File: src/rtl/klotski_pkg.sv
// Shared types for the klotski MoveZero sequencer: board, mask, position, command and error codes.
package klotski_pkg;

  typedef logic [3:0][3:0][3:0] board_t;   // [row][col] 4-bit tile, 0 = blank
  typedef logic [3:0][3:0]      mask_t;    // 1 = blank may not enter this cell
  typedef logic [1:0][1:0]      pos_t;     // [1] = row, [0] = col

  typedef struct packed {
    pos_t       target;
    mask_t      mask;
    logic       flag;
    logic [3:0] num_pos;
  } move_cmd_t;

  typedef enum logic [1:0] {
    ERR_NONE    = 2'd0,
    ERR_TIMEOUT = 2'd1,
    ERR_TARGET  = 2'd2
  } err_e;

  typedef enum logic [1:0] {
    ST_IDLE  = 2'd0,
    ST_ISSUE = 2'd1,
    ST_WAIT  = 2'd2,
    ST_CHECK = 2'd3
  } state_e;

  function automatic logic [3:0] tile_at(input board_t b, input pos_t p);
    return b[p[1]][p[0]];
  endfunction

endpackage

File: src/rtl/move_cmd_fifo.sv
// Command FIFO for the MoveZero sequencer; flush drops everything, including a same-cycle push.
module move_cmd_fifo
  import klotski_pkg::*;
#(
  parameter int DEPTH = 4
) (
  input  logic      i_clk,
  input  logic      i_rst_n,
  input  logic      i_push,
  input  move_cmd_t i_data,
  input  logic      i_pop,
  input  logic      i_flush,
  output move_cmd_t o_data,
  output logic      o_full,
  output logic      o_empty
);

  localparam int AW = $clog2(DEPTH);

  move_cmd_t     mem [DEPTH];
  logic [AW:0]   wr_ptr_q, wr_ptr_d;
  logic [AW:0]   rd_ptr_q, rd_ptr_d;
  logic          do_push, do_pop;

  assign o_empty = (wr_ptr_q == rd_ptr_q);
  assign o_full  = (wr_ptr_q[AW] != rd_ptr_q[AW]) &&
                   (wr_ptr_q[AW-1:0] == rd_ptr_q[AW-1:0]);
  assign do_push = i_push && !o_full && !i_flush;
  assign do_pop  = i_pop && !o_empty && !i_flush;
  assign o_data  = mem[rd_ptr_q[AW-1:0]];

  always_comb begin
    wr_ptr_d = wr_ptr_q;
    rd_ptr_d = rd_ptr_q;
    if (i_flush) begin
      wr_ptr_d = '0;
      rd_ptr_d = '0;
    end else begin
      if (do_push) wr_ptr_d = wr_ptr_q + 1'b1;
      if (do_pop)  rd_ptr_d = rd_ptr_q + 1'b1;
    end
  end

  // NOTE: storage is not reset; the pointers alone decide which entries are valid.
  always_ff @(posedge i_clk) begin
    if (do_push) mem[wr_ptr_q[AW-1:0]] <= i_data;
  end

  // NOTE: sequential state uses non-blocking <= so every register samples pre-edge values.
  always_ff @(posedge i_clk or negedge i_rst_n) begin
    if (!i_rst_n) begin
      wr_ptr_q <= '0;
      rd_ptr_q <= '0;
    end else begin
      wr_ptr_q <= wr_ptr_d;
      rd_ptr_q <= rd_ptr_d;
    end
  end

endmodule

File: src/rtl/move_zero_sequencer.sv
// Issues queued blank-move commands to an external MoveZero, chains result boards, checks the blank
// lands on target, and reports timeout / wrong-target errors.
module move_zero_sequencer
  import klotski_pkg::*;
#(
  parameter int DEPTH   = 4,
  parameter int TIMEOUT = 64
) (
  input  logic       i_clk,
  input  logic       i_rst_n,
  input  logic       i_load,
  input  board_t     i_board,
  input  logic       i_cmd_valid,
  output logic       o_cmd_ready,
  input  pos_t       i_cmd_target,
  input  mask_t      i_cmd_mask,
  input  logic       i_cmd_flag,
  input  logic [3:0] i_cmd_num_pos,
  input  logic       i_run,
  input  logic       i_abort,
  output logic       o_mz_start,
  output board_t     o_mz_klotski,
  output pos_t       o_mz_target,
  output mask_t      o_mz_mask,
  output logic       o_mz_flag,
  output logic [3:0] o_mz_num_pos,
  input  board_t     i_mz_klotski,
  input  logic       i_mz_finished,
  output board_t     o_board,
  output logic       o_busy,
  output logic       o_done,
  output logic       o_err,
  output logic [1:0] o_err_code,
  output logic [7:0] o_step_count
);

  localparam int CNT_W = $clog2(TIMEOUT + 1);

  state_e           state_q, state_d;
  move_cmd_t        cmd_q, cmd_d;
  board_t           board_q, board_d;
  logic [CNT_W-1:0] wait_cnt_q, wait_cnt_d;
  logic [7:0]       step_q, step_d;
  logic             err_q, err_d;
  err_e             err_code_q, err_code_d;
  logic             done_q, done_d;

  move_cmd_t        fifo_head;
  logic             fifo_full, fifo_empty, fifo_pop, fifo_flush;
  logic             wait_expired, target_blocked;

  move_cmd_fifo #(.DEPTH(DEPTH)) u_fifo (
    .i_clk   (i_clk),
    .i_rst_n (i_rst_n),
    .i_push  (i_cmd_valid),
    .i_data  ('{target: i_cmd_target, mask: i_cmd_mask, flag: i_cmd_flag, num_pos: i_cmd_num_pos}),
    .i_pop   (fifo_pop),
    .i_flush (fifo_flush),
    .o_data  (fifo_head),
    .o_full  (fifo_full),
    .o_empty (fifo_empty)
  );

  assign wait_expired   = (wait_cnt_q == CNT_W'(TIMEOUT));
  assign target_blocked = (tile_at(board_q, cmd_q.target) != 4'd0);

  always_ff @(posedge i_clk or negedge i_rst_n) begin
    if (!i_rst_n) state_q <= ST_IDLE;
    else          state_q <= state_d;
  end

  // NOTE: combinational blocks assign a default first, so no path leaves a signal unassigned (no latch).
  always_comb begin
    state_d = state_q;
    if (i_abort) begin
      state_d = ST_IDLE;
    end else begin
      case (state_q)
        ST_IDLE:  if (i_run && !fifo_empty) state_d = ST_ISSUE;
        ST_ISSUE: state_d = ST_WAIT;
        ST_WAIT:  if (i_mz_finished) state_d = ST_CHECK;
                  else if (wait_expired) state_d = ST_IDLE;
        ST_CHECK: state_d = (target_blocked || fifo_empty) ? ST_IDLE : ST_ISSUE;
        default:  state_d = ST_IDLE;
      endcase
    end
  end

  always_comb begin
    o_mz_start = (state_q == ST_ISSUE);
    o_busy     = (state_q != ST_IDLE);
  end

  // Datapath next-state; the command register is loaded on entry to ISSUE so operands are valid there.
  always_comb begin
    board_d    = board_q;
    cmd_d      = cmd_q;
    wait_cnt_d = wait_cnt_q;
    step_d     = step_q;
    err_d      = err_q;
    err_code_d = err_code_q;
    done_d     = 1'b0;
    fifo_pop   = 1'b0;
    fifo_flush = i_abort;
    if (!i_abort) begin
      case (state_q)
        ST_IDLE: begin
          if (i_load) begin
            board_d    = i_board;
            err_d      = 1'b0;
            err_code_d = ERR_NONE;
          end
          if (i_run) begin
            err_d      = 1'b0;
            err_code_d = ERR_NONE;
            step_d     = 8'd0;
            if (fifo_empty) begin
              done_d = 1'b1;
            end else begin
              fifo_pop = 1'b1;
              cmd_d    = fifo_head;
            end
          end
        end
        ST_ISSUE: wait_cnt_d = CNT_W'(1);
        ST_WAIT: begin
          if (i_mz_finished) begin
            board_d = i_mz_klotski;
          end else if (wait_expired) begin
            err_d      = 1'b1;
            err_code_d = ERR_TIMEOUT;
            fifo_flush = 1'b1;
          end else begin
            wait_cnt_d = wait_cnt_q + CNT_W'(1);
          end
        end
        ST_CHECK: begin
          if (target_blocked) begin
            err_d      = 1'b1;
            err_code_d = ERR_TARGET;
            fifo_flush = 1'b1;
          end else begin
            if (step_q != 8'hFF) step_d = step_q + 8'd1;
            if (fifo_empty) begin
              done_d = 1'b1;
            end else begin
              fifo_pop = 1'b1;
              cmd_d    = fifo_head;
            end
          end
        end
        default: ;
      endcase
    end
  end

  always_ff @(posedge i_clk or negedge i_rst_n) begin
    if (!i_rst_n) begin
      board_q    <= '0;
      cmd_q      <= '0;
      wait_cnt_q <= '0;
      step_q     <= '0;
      err_q      <= 1'b0;
      err_code_q <= ERR_NONE;
      done_q     <= 1'b0;
    end else begin
      board_q    <= board_d;
      cmd_q      <= cmd_d;
      wait_cnt_q <= wait_cnt_d;
      step_q     <= step_d;
      err_q      <= err_d;
      err_code_q <= err_code_d;
      done_q     <= done_d;
    end
  end

  assign o_cmd_ready  = !fifo_full;
  assign o_mz_klotski = board_q;
  assign o_mz_target  = cmd_q.target;
  assign o_mz_mask    = cmd_q.mask;
  assign o_mz_flag    = cmd_q.flag;
  assign o_mz_num_pos = cmd_q.num_pos;
  assign o_board      = board_q;
  assign o_done       = done_q;
  assign o_err        = err_q;
  assign o_err_code   = err_code_q;
  assign o_step_count = step_q;

endmodule
File: config.mk
export PLATFORM = sky130hd
export DESIGN_NAME = move_zero_sequencer
export DESIGN_NICKNAME = d
export VERILOG_FILES = /design/src/rtl/klotski_pkg.sv /design/src/rtl/move_cmd_fifo.sv /design/src/rtl/move_zero_sequencer.sv
export SDC_FILE = /design/constraint.sdc
export NUM_CORES = 1
export LEC_CHECK = 0
export BUFFER_PORTS_ARGS = -buffer_cell sky130_fd_sc_hd__clkbuf_2
export CAP_MARGIN = 20
export CORE_ASPECT_RATIO = 0.75
export CORE_MARGIN = 3
export CORE_UTILIZATION = 46
export CTS_CLUSTER_DIAMETER = 120
export DETAILED_ROUTE_END_ITERATION = 8
export PLACE_DENSITY = 0.76
export SYNTH_ARGS = -nofsm -noshare
export SYNTH_HDL_FRONTEND = slang
export SYNTH_SLANG_ARGS = --single-unit
export TNS_END_PERCENT = 30
File: constraint.sdc
create_clock -name i_clk -period 3.7 [get_ports i_clk]
set_clock_uncertainty 0.2 [all_clocks]
set_input_delay 0 -clock i_clk [delete_from_list [all_inputs] [get_ports i_clk]]
set_output_delay 0 -clock i_clk [all_outputs]
set_load 0.02 [all_outputs]
==> results of run 1 <==
sequential cells by signal, summed over array words and instances (netlist names):
name and count:
o_board 64, o_mz_flag 1, state_q 2, o_mz_target 4
o_done 1, o_mz_mask 16, u_fifo.rd_ptr_q 3, wait_cnt_q 7
u_fifo.wr_ptr_q 3, o_step_count 8, o_mz_num_pos 4, u_fifo.mem 100
o_err 1, o_err_code 2
worst register-to-register path, delay by kind of cell, from the launching register on:
kind                      cells  cell delay, ps
xor gates and xnor gates      1             160
and+or+nand+nor               3             430
DFF                           1             320
AOI/OAI and AO/OA             2             460
buffers and inverters         3            1520
cell families (layout without fill, tap and decap cells):
group | count (synthesis) | count (layout) | synth area share, %
adder cells (fa/ha/maj) | 14 | 14 | 1.733
flip-flops | 216 | 216 | 58.42
other | 0 | 2 | 0
AO/OA/AOI/OAI | 109 | 109 | 6.226
AND/OR/NAND/NOR | 199 | 199 | 9.617
multiplexers | 124 | 124 | 16.35
XOR/XNOR | 5 | 5 | 0.4333
buffers and inverters | 120 | 559 | 7.216
power by group:
part | leakage [uW] | internal (uW) | switching [uW]
registers | 0.00228 | 3080 | 665
logic | 0.00327 | 1580 | 2600
clock network | 0.000325 | 1160 | 897
total | 0.00588 | 5830 | 4170
path summary, 6_finish.rpt:
| path | startpoint | end | cells after the start |
|---|---|---|---|
| setup reg to reg | u_fifo.rd_ptr_q[1]$_DFFE_PN0P_ | state_q[0]$_DFFE_PN0P_ | 9 |
| setup / recovery | u_fifo.rd_ptr_q[1]$_DFFE_PN0P_ | state_q[0]$_DFFE_PN0P_ | 9 |
| hold reg to reg | o_mz_mask[13]$_DFFE_PN0P_ | o_mz_mask[13]$_DFFE_PN0P_ | 1 |
| min in group asynchronous | i_rst_n | u_fifo.rd_ptr_q[0]$_DFFE_PN0P_ | 4 |
| hold / removal | i_cmd_mask[10] | u_fifo.mem[3][15]$_DFFE_PP_ | 2 |
| max in group asynchronous | i_rst_n | o_board[18]$_DFFE_PN0P_ | 4 |
routing by layer:
metal  wire length (um)  part of all wire, %
met1              12100                   39
met2              15090                   49
met3               2294                  7.4
met4               1602                  5.2
met5                  0                    0
cell type report:
| cell class | instances | area [um^2] |
|---|---|---|
| diodes | 2 | 5.005 |
| clock buffers | 32 | 618.1 |
| clock inverters | 6 | 40.04 |
| fillers | 1530 | 7426 |
| inverters | 16 | 60.06 |
| multi-input cells | 451 | 3496 |
| flip-flops and latches | 216 | 5907 |
| well taps | 288 | 360.3 |
| repair buffers | 505 | 3441 |
metrics by stage:
stage / utilization (%) / setup WS, ps
final: 65.22 / 531.8
after global routing: 65.22 / 267.2
after CTS: 65.20 / 494.2
after detailed placement: 54.35 / 713.2
after global placement: 54.35 / 760.5
after floorplan: - / 54.19
cells in the final DEF (no fill, tap or decap), types with 4 or more instances in the layout:
cell type / netlist / routed
mux2_2: 7 / 7
mux2i_1: 74 / 74
nand3_1: 15 / 15
inv_1: 16 / 16
nand2b_1: 7 / 7
o21ai_0: 12 / 12
buf_4: 65 / 12
ha_1: 14 / 13
dfrtp_1: 116 / 115
and2_1: 5 / 5
a21oi_1: 70 / 70
mux4_2: 25 / 25
a211oi_1: 6 / 6
clkbuf_1: 32 / 7
nor3_1: 7 / 7
or4_1: 4 / 4
a22o_1: 4 / 4
clkbuf_16: 0 / 22
nand4_1: 14 / 14
dlygate4sd3_1: 0 / 163
nor2_1: 83 / 82
and3_1: 9 / 8
mux2_4: 18 / 18
nor4_1: 12 / 12
nand2_1: 29 / 29
clkbuf_2: 0 / 326
edfxtp_1: 100 / 100
clkinv_2: 0 / 4
synth_stat cells, types with 5 or more instances:
master / count / area (um^2)
dfrtp_1: 116 / 2903
edfxtp_1: 100 / 3003
nor2_1: 83 / 311.6
mux2i_1: 74 / 740.7
a21oi_1: 70 / 350.3
buf_4: 65 / 488.0
clkbuf_1: 32 / 120.1
nand2_1: 29 / 108.9
mux4_2: 25 / 563.0
mux2_4: 18 / 270.3
inv_1: 16 / 60.06
nand3_1: 15 / 75.07
ha_1: 14 / 175.2
nand4_1: 14 / 87.58
nor4_1: 12 / 75.07
o21ai_0: 12 / 60.06
and3_1: 9 / 56.30
mux2_2: 7 / 78.83
nand2b_1: 7 / 43.79
nor3_1: 7 / 35.03
a211oi_1: 6 / 45.04
and2_1: 5 / 31.28
==> metrics.txt, run 1 <==
status=finished, final reports clean; num rows=46; fraction of registers with async set/reset=53.70%; CP cell instances=buf_4 > xnor2_1 > nand3b_1 > nand2_1 > a22oi_1 > dlygate4sd3_1 > nor2_1 > a211oi_1 > dlygate4sd3_1; Synthesis Warnings=0; initial antenna violation count=2; die height=134.4 um; die area=23810 um^2; Max rail drop VDD=0.0004036 V; Crit-path slowest cell=dlygate4sd3_1; Crit. End Element=register; Worst EP arrival=3400 ps; Achievable Freq=0.3156 GHz; pwr/cell area=717.5 nW/um^2; post-CTS setup buffer count=0; CP peak stage delay=600 ps; RePlAce Congestion=0.8721; sequential area share after synthesis=58.42%; Worst Path Required=3930 ps; core box area=21350 um^2; Crit Path Category=reg -> reg; Max-Slew Margin vs Limit=23.66%; GRT Util Overall=25.79%; placed cell area=11600 um^2; Most Frequent Cell on Critical Path=dlygate4sd3_1; Top delay family on crit path=buffers and inverters; placed cells=1312; gr ovfl total=0; r2r setup slk=530 ps; syn_area_per_cell=12.84 um^2; final hold slack=50.55 ps; TritonCTS Sinks=216; Fin Setup TNS=0 ps; Slew Viols, Final=0; number of flops mapped to enable cells by yosys=100; max cap viols=0; nets=1386; # hold bufs at CTS=164; number of global-route vias before repair=8491; final cell count without fillers=1516; drt wl/cell=20.50 um; CTS resizes=0; Pre-antenna DRT Iters=5; share of layout cells above drive strength 1=35.15%; Yosys cell types=52; worst-path maximum fanout=28; TritonCTS Buffers=22; Chip Width=177.2 um; post-route cell area=13930 um^2; Main synth FF type=dfrtp_1; crit share post-route=85.63%; Synth Instances=787; total power=9992 uW; CTS tree=done; # IOs=328; DR vias=8008; HPWL after DPL=20.03 mm; Clock Latency Late Sink=510 ps; Tmin final=3168 ps; most crowded layer after global routing=met2; Net Count, Synth=961; number of synthesized register bits=216; first-pass GRT wire length=47.96 mm; GR Util met2=43.21%; routed wire length=31.09 mm; Fin. Hold Viols=0; htree depth=1; clk buf depth=3; mapped cell area=10110 um^2; CTS clk-pin slew, worst paths=60 ps; Critical path buffers and inverters=3; type of origin of the critical path=register; Least-Margin Pin Slew=1145 ps; GR Layer Usage met3=5.405%; port bufs=327; CTS Root Cell=clkbuf_16; Post-route DRC=0; RSZ-0062 raised after global routing=no; Leak=0.005877 uW; largest net degree at the start of global routing=129; final setup vio count=0; P&R area growth vs syn=37.78%; met1 usage=32.31%; iteration-0 DRC count of the detailed router=612; vias per cell=5.282; Starting Density=47.34%; post-route ant nets=0; Hold/Removal Path Class=in -> reg
No activity file was read; power rests on OpenSTA's default activity.
==> run 2: changes to the inputs <==
--- a/config.mk
+++ b/config.mk
@@ -7,7 +7,7 @@
 export LEC_CHECK = 0
 export BUFFER_PORTS_ARGS = -buffer_cell sky130_fd_sc_hd__clkbuf_2
 export CAP_MARGIN = 20
-export CORE_ASPECT_RATIO = 0.75
+export CORE_ASPECT_RATIO = 0.9
 export CORE_MARGIN = 3
 export CORE_UTILIZATION = 46
 export CTS_CLUSTER_DIAMETER = 120
==> run 2 against run 1 <==
  * Critical path depth unchanged
  * Register-to-register slack worse by 20 ps
  * Sequential share of layout area down 0.69 points
  * First-iteration DRC count up 34%
  * Routed wire length up 4.6%
  * Global-route usage up 1.2 points
  * Final cell count up 0.13%
  * Maximum frequency down 0.62%
  * Utilization up 1.5 points
  * Total power up 6.8%
  * Worst hold slack better by 1.6 ps
  * Largest cell class unchanged
  * Highest routed layer unchanged
==> metrics.txt, run 2 (synthesis gave the netlist of run 1 again) <==
status=finished, final reports clean; hold depth=2; drt wl/cell=21.43 um; highest-count cells in the layout ignoring fill and taps=326 x clkbuf_2, 163 x dlygate4sd3_1, 115 x dfrtp_1; htree depth=1; die area=23790 um^2; Crit Path Category=reg -> reg; Post-route DRC=0; num rows=50; RePlAce Congestion=0.9212; Most Frequent Cell on Critical Path=dlygate4sd3_1; crit share post-route=86.16%; Tmin final=3188 ps; # IOs=328; iteration-0 DRC count of the detailed router=819; setup slack at placement=633.1 ps; Achievable Freq=0.3137 GHz; max reg flops=100; port bufs=327; Clock Latency Late Sink=520 ps; type of origin of the critical path=register; GRT Util Overall=26.99%; post-route ant nets=0; CTS tree=done; worst-path maximum fanout=7; initial antenna violation count=2; gr ovfl total=0; most common cell after layout, fill and taps aside=clkbuf_2; Worst EP arrival=3380 ps; RSZ-0062 raised after global routing=no; CTS clk-pin slew, worst paths=60 ps; Slew Viols, Final=0; largest net degree at the start of global routing=129; CP cell instances=inv_1 > ha_1 > nor4b_1 > nand3_1 > a22oi_1 > a21o_1 > dlygate4sd3_1 > a21oi_1 > dlygate4sd3_1; FF-to-FF path depth=9; clk buf depth=3; final setup vio count=0; core box area=21210 um^2; Worst Path Required=3890 ps; Worst Setup Slack, final=512.0 ps; Max-Slew Margin vs Limit=47.63%; post-CTS setup buffer count=0; Fin Setup TNS=0 ps; Final Util=66.76%; Pre-antenna DRT Iters=5; number of global-route vias before repair=8404; DR vias=8148; CTS Root Cell=clkbuf_16; TritonCTS Sinks=216; routed wire length=32.53 mm; share of layout cells above drive strength 1=35.77%; pwr/cell area=753.5 nW/um^2; Max rail drop VDD=0.0005378 V; Hold/Removal Path Class=in -> reg; Leak=0.005982 uW; CP peak stage delay=570 ps; vias per cell=5.368; Crit-path slowest cell=dlygate4sd3_1; Fin. Hold Viols=0; # hold bufs at CTS=164; nets=1387; HPWL after DPL=21.03 mm; first-pass GRT wire length=49.67 mm; CTS resizes=0; max cap viols=0; die height=146.6 um; TritonCTS Buffers=23; Crit. End Element=register; P&R area growth vs syn=40.05%; Least-Margin Pin Slew=775.7 ps; Chip Width=162.3 um; Starting Density=47.66%
run 2: cell types whose count changed in the layout (fill, tap and decap cells not counted), sizes merged:
cell and change:
bufinv +7, clkbuf -7, inv +3, clkinvlp +1
run 2: metal layers:
metal / vias up / GRT usage, % / share of wire [%] / wire length, um
li1: 3671 / - / - / -
met1: 3965 / 32.89 / 38 / 12290
met2: 400 / 44.96 / 49 / 15960
met3: 112 / 6.752 / 7.4 / 2407
met4: 0 / 12.88 / 5.7 / 1869
met5: - / 0.6198 / 0 / 0
run 2: path summary, 6_finish.rpt:
path                                            from                     endpoint  slack, ps
max in group asynchronous                    i_rst_n      o_board[44]$_DFFE_PN0P_       2600
hold / removal                        i_cmd_mask[10]  u_fifo.mem[0][15]$_DFFE_PP_         50
setup reg to reg           wait_cnt_q[0]$_DFFE_PN0P_       state_q[1]$_DFFE_PN0P_        510
hold reg to reg             o_mz_mask[3]$_DFFE_PN0P_     o_mz_mask[3]$_DFFE_PN0P_        310
min in group asynchronous                    i_rst_n       o_board[5]$_DFFE_PN0P_        420
setup / recovery           wait_cnt_q[0]$_DFFE_PN0P_       state_q[1]$_DFFE_PN0P_        510
run 2: report_power, final:
part	switching, uW	internal (uW)	total (uW)
registers	675	3080	3760
clock network	977	1660	2640
logic	2690	1580	4270
total	4340	6330	10700
run 2: final cells by class:
type                            count  area (um^2)
Sequential cell                   216         5907
Inverter                           16        60.06
Clock inverter                     17        285.3
Fill cell                        1470         7051
Antenna cell                        2        5.005
Tap cell                          286        357.8
Clock buffer                       25        593.1
Timing Repair Buffer              505         3453
Multi-Input combinational cell    451         3496
run 2: worst max-delay path: cells and delay by family (launching register included):
kind	cells	cell delay, ps
buf+inv	3	1220
compound gates	3	590
simple gates	2	500
flops	1	430
fa+ha+maj	1	140
run 2: stage by stage:
step                      hold slack, ps  cell area [um^2]  total power [uW]  cells
final                              52.16             14160             10670   1518
after global routing               47.35             14160             11140   1518
after CTS                          23.31             14150             10610   1516
after detailed placement          -62.81             11610              7683   1310
after global placement            -72.19             11610              7602   1310
after floorplan                   -495.6             10110              6463    787
==> run 3: changes to the inputs <==
--- a/config.mk
+++ b/config.mk
@@ -9,11 +9,13 @@
 export CAP_MARGIN = 20
 export CORE_ASPECT_RATIO = 0.9
 export CORE_MARGIN = 3
-export CORE_UTILIZATION = 46
+export CORE_UTILIZATION = 47
 export CTS_CLUSTER_DIAMETER = 120
 export DETAILED_ROUTE_END_ITERATION = 8
-export PLACE_DENSITY = 0.76
+export PLACE_DENSITY = 0.77
+export SLEW_MARGIN = 0
 export SYNTH_ARGS = -nofsm -noshare
 export SYNTH_HDL_FRONTEND = slang
+export SYNTH_HIERARCHICAL = 1
 export SYNTH_SLANG_ARGS = --single-unit
 export TNS_END_PERCENT = 30
==> run 3 against run 2 <==
  * Non-clock buffer count rose by 16
  * Via count grew 13%
  * Utilization hardly changed
  * Worst hold slack worse by 11 ps
  * Count of clock-buffer cells in the layout rose by 6
  * Routed wire length up 11%
  * Combinational power up 17%
  * Final cell count increased by 7.8%
==> metrics.txt, run 3 <==
Leak=0.006068 uW; Yosys top cell by area=edfxtp_1; Slew Viols, Final=0; Main synth FF type=dfrtp_1; number of global-route vias before repair=9608; CTS Root Cell=clkbuf_16; syn_area_per_cell=11.71 um^2; post-route cell area=14660 um^2; Synthesis Warnings=6; Fin Setup TNS=0 ps; most frequent cell after synthesis=dfrtp_1; CP startpoint=u_fifo/wr_ptr_q[1]$_DFFE_PN0P_; CP peak stage delay=550 ps; RSZ-0062 raised after global routing=no; nets=1503; sequential area share after synthesis=55.58%; Worst EP arrival=3590 ps; number of synthesized register bits=216; most common cell after layout, fill and taps aside=clkbuf_2; Clock Latency Late Sink=520 ps; area fraction of the dominant cell type after synthesis=28.26%; Net Count, Synth=1081; largest net degree at the start of global routing=129; type of origin of the critical path=register; Yosys cell types=62; HPWL after DPL=22.76 mm; Max rail drop VDD=0.0004409 V; setup slack at placement=422.8 ps; post-CTS setup buffer count=0; final setup vio count=0; RePlAce Congestion=0.9046; Fin. Hold Viols=0; P&R area growth vs syn=37.93%; mapped cell area=10630 um^2; status=finished, final reports clean; Max-Slew Margin vs Limit=39.87%; Worst Path Required=3880 ps; number of flops mapped to enable cells by yosys=100; placed cell area=12150 um^2; DR vias=9241; Crit-path slowest cell=dlygate4sd3_1; Post-route DRC=0; TritonCTS Sinks=216; # IOs=328; initial antenna violation count=1; routed wire length=36.12 mm; die height=148.6 um; worst-path maximum fanout=9; die area=24450 um^2; gr ovfl total=0; CTS clk-pin slew, worst paths=70 ps; crit share post-route=92.22%; share of layout cells above drive strength 1=32.29%; Hold/Removal Path Class=in -> reg; Pre-antenna DRT Iters=5; GRT Util Overall=29.17%; Achievable Freq=0.2931 GHz; Worst Setup Slack, final=287.9 ps; CTS tree=done; iteration-0 DRC count of the detailed router=758; Tmin final=3412 ps; top post-synthesis cells by area=edfxtp_1 28%, dfrtp_1 27%, mux2i_1 6.1%; Least-Margin Pin Slew=900.1 ps; TritonCTS Buffers=23; CP cell instances=xnor2_1 > nand2_1 > nor2_1 > o21ai_0 > nand4_1 > dlygate4sd3_1 > a21oi_1 > dlygate4sd3_1; Most Frequent Cell on Critical Path=dlygate4sd3_1; first-pass GRT wire length=55.00 mm; htree depth=1; Crit Path Category=reg -> reg; Crit. End Element=register; clk buf depth=3; Chip Width=164.5 um; max cap viols=0; fraction of registers with async set/reset=53.70%; Reg-to-Reg Start=u_fifo/wr_ptr_q[1]$_DFFE_PN0P_; Hold Startpoint=i_cmd_mask[3]; pwr/cell area=758.2 nW/um^2; max reg flops=100; core box area=21950 um^2; Post-synth top cells=116 x dfrtp_1, 100 x edfxtp_1, 95 x a21oi_1; highest-count cells in the layout ignoring fill and taps=326 x clkbuf_2, 169 x dlygate4sd3_1, 115 x dfrtp_1; drt wl/cell=22.08 um; port bufs=327; r2r setup slk=290 ps; Starting Density=48.40%; Synth Instances=907; vias per cell=5.649; num rows=51; CTS resizes=0; post-route ant nets=0
[run 3: cell types whose count changed in the layout (fill, tap and decap cells not counted), sizes merged, moves of 6 or more]
cell,change
a21oi,+25
and3,+20
buf,+10
clkbuf,+6
dlygate4sd3,+6
mux2,-24
mux2i,-9
nand2,+26
nand4,+16
nor4,+8
o211ai,+30
[run 3: power by group]
| group | switching (uW) | internal (uW) | total, uW |
|---|---|---|---|
| clock | 938 | 1450 | 2390 |
| sequential | 645 | 3100 | 3740 |
| combinational | 3280 | 1700 | 4980 |
[run 3: worst max-delay path, delay by kind of cell (launching register included)]
family / cells / cell delay, ps
DFF: 1 / 510
buffers and inverters: 2 / 1100
AOI/OAI and AO/OA: 2 / 260
xor gates and xnor gates: 1 / 520
and+or+nand+nor: 3 / 660
[run 3: cell families after synthesis]
group / synth area share (%)
and+or+nand+nor: 12.26
DFF: 55.58
AOI/OAI and AO/OA: 10.21
buffers and inverters: 7.513
muxes: 11.74
adders and majority gates: 1.649
xor gates and xnor gates: 1.048
[run 3: final timing paths]
path                                               to  cells past startpoint
max in group asynchronous     o_board[58]$_DFFE_PN0P_                      4
max reg2reg                    state_q[1]$_DFFE_PN0P_                      8
min reg2reg                  o_mz_mask[0]$_DFFE_PN0P_                      2
max                            state_q[1]$_DFFE_PN0P_                      8
min                        u_fifo/mem[2][8]$_DFFE_PP_                      2
min in group asynchronous     o_board[20]$_DFFE_PN0P_                      3
[run 3: per-layer routing]
metal	GRT usage (%)	wire (um)	vias up
met5	0	0	-
met4	15.30	2275	0
met3	7.435	3135	121
met2	49.24	17480	468
met1	34.40	13230	4502
li1	-	-	4150
[run 3: metrics by stage]
step / hold slack [ps] / utilization, % / std cells / total power, uW
after floorplan: -495.6 / - / 907 / 6882
after global placement: -31.11 / 55.36 / 1425 / 8180
after detailed placement: -36.65 / 55.36 / 1425 / 8282
after CTS: 19.00 / 66.75 / 1635 / 11010
after global routing: 41.66 / 66.76 / 1636 / 11620
final: 41.06 / 66.76 / 1636 / 11110
[run 3: what timing repair did]
action                                  in CTS  in global routing
hold endpoints to repair                   244                  0
hold buffers                               170                  0
endpoints found under the setup margin       0                  0
[run 3: area by class of cell]
| cell class | count | area (um^2) |
|---|---|---|
| Fill cell | 1520 | 7296 |
| Sequential cell | 216 | 5907 |
| Multi-Input combinational cell | 553 | 3948 |
| Timing Repair Buffer | 521 | 3593 |
| Clock buffer | 31 | 655.6 |
| Tap cell | 291 | 364.1 |
| Clock inverter | 9 | 132.6 |
| Inverter | 14 | 52.55 |
| Antenna cell | 1 | 2.502 |
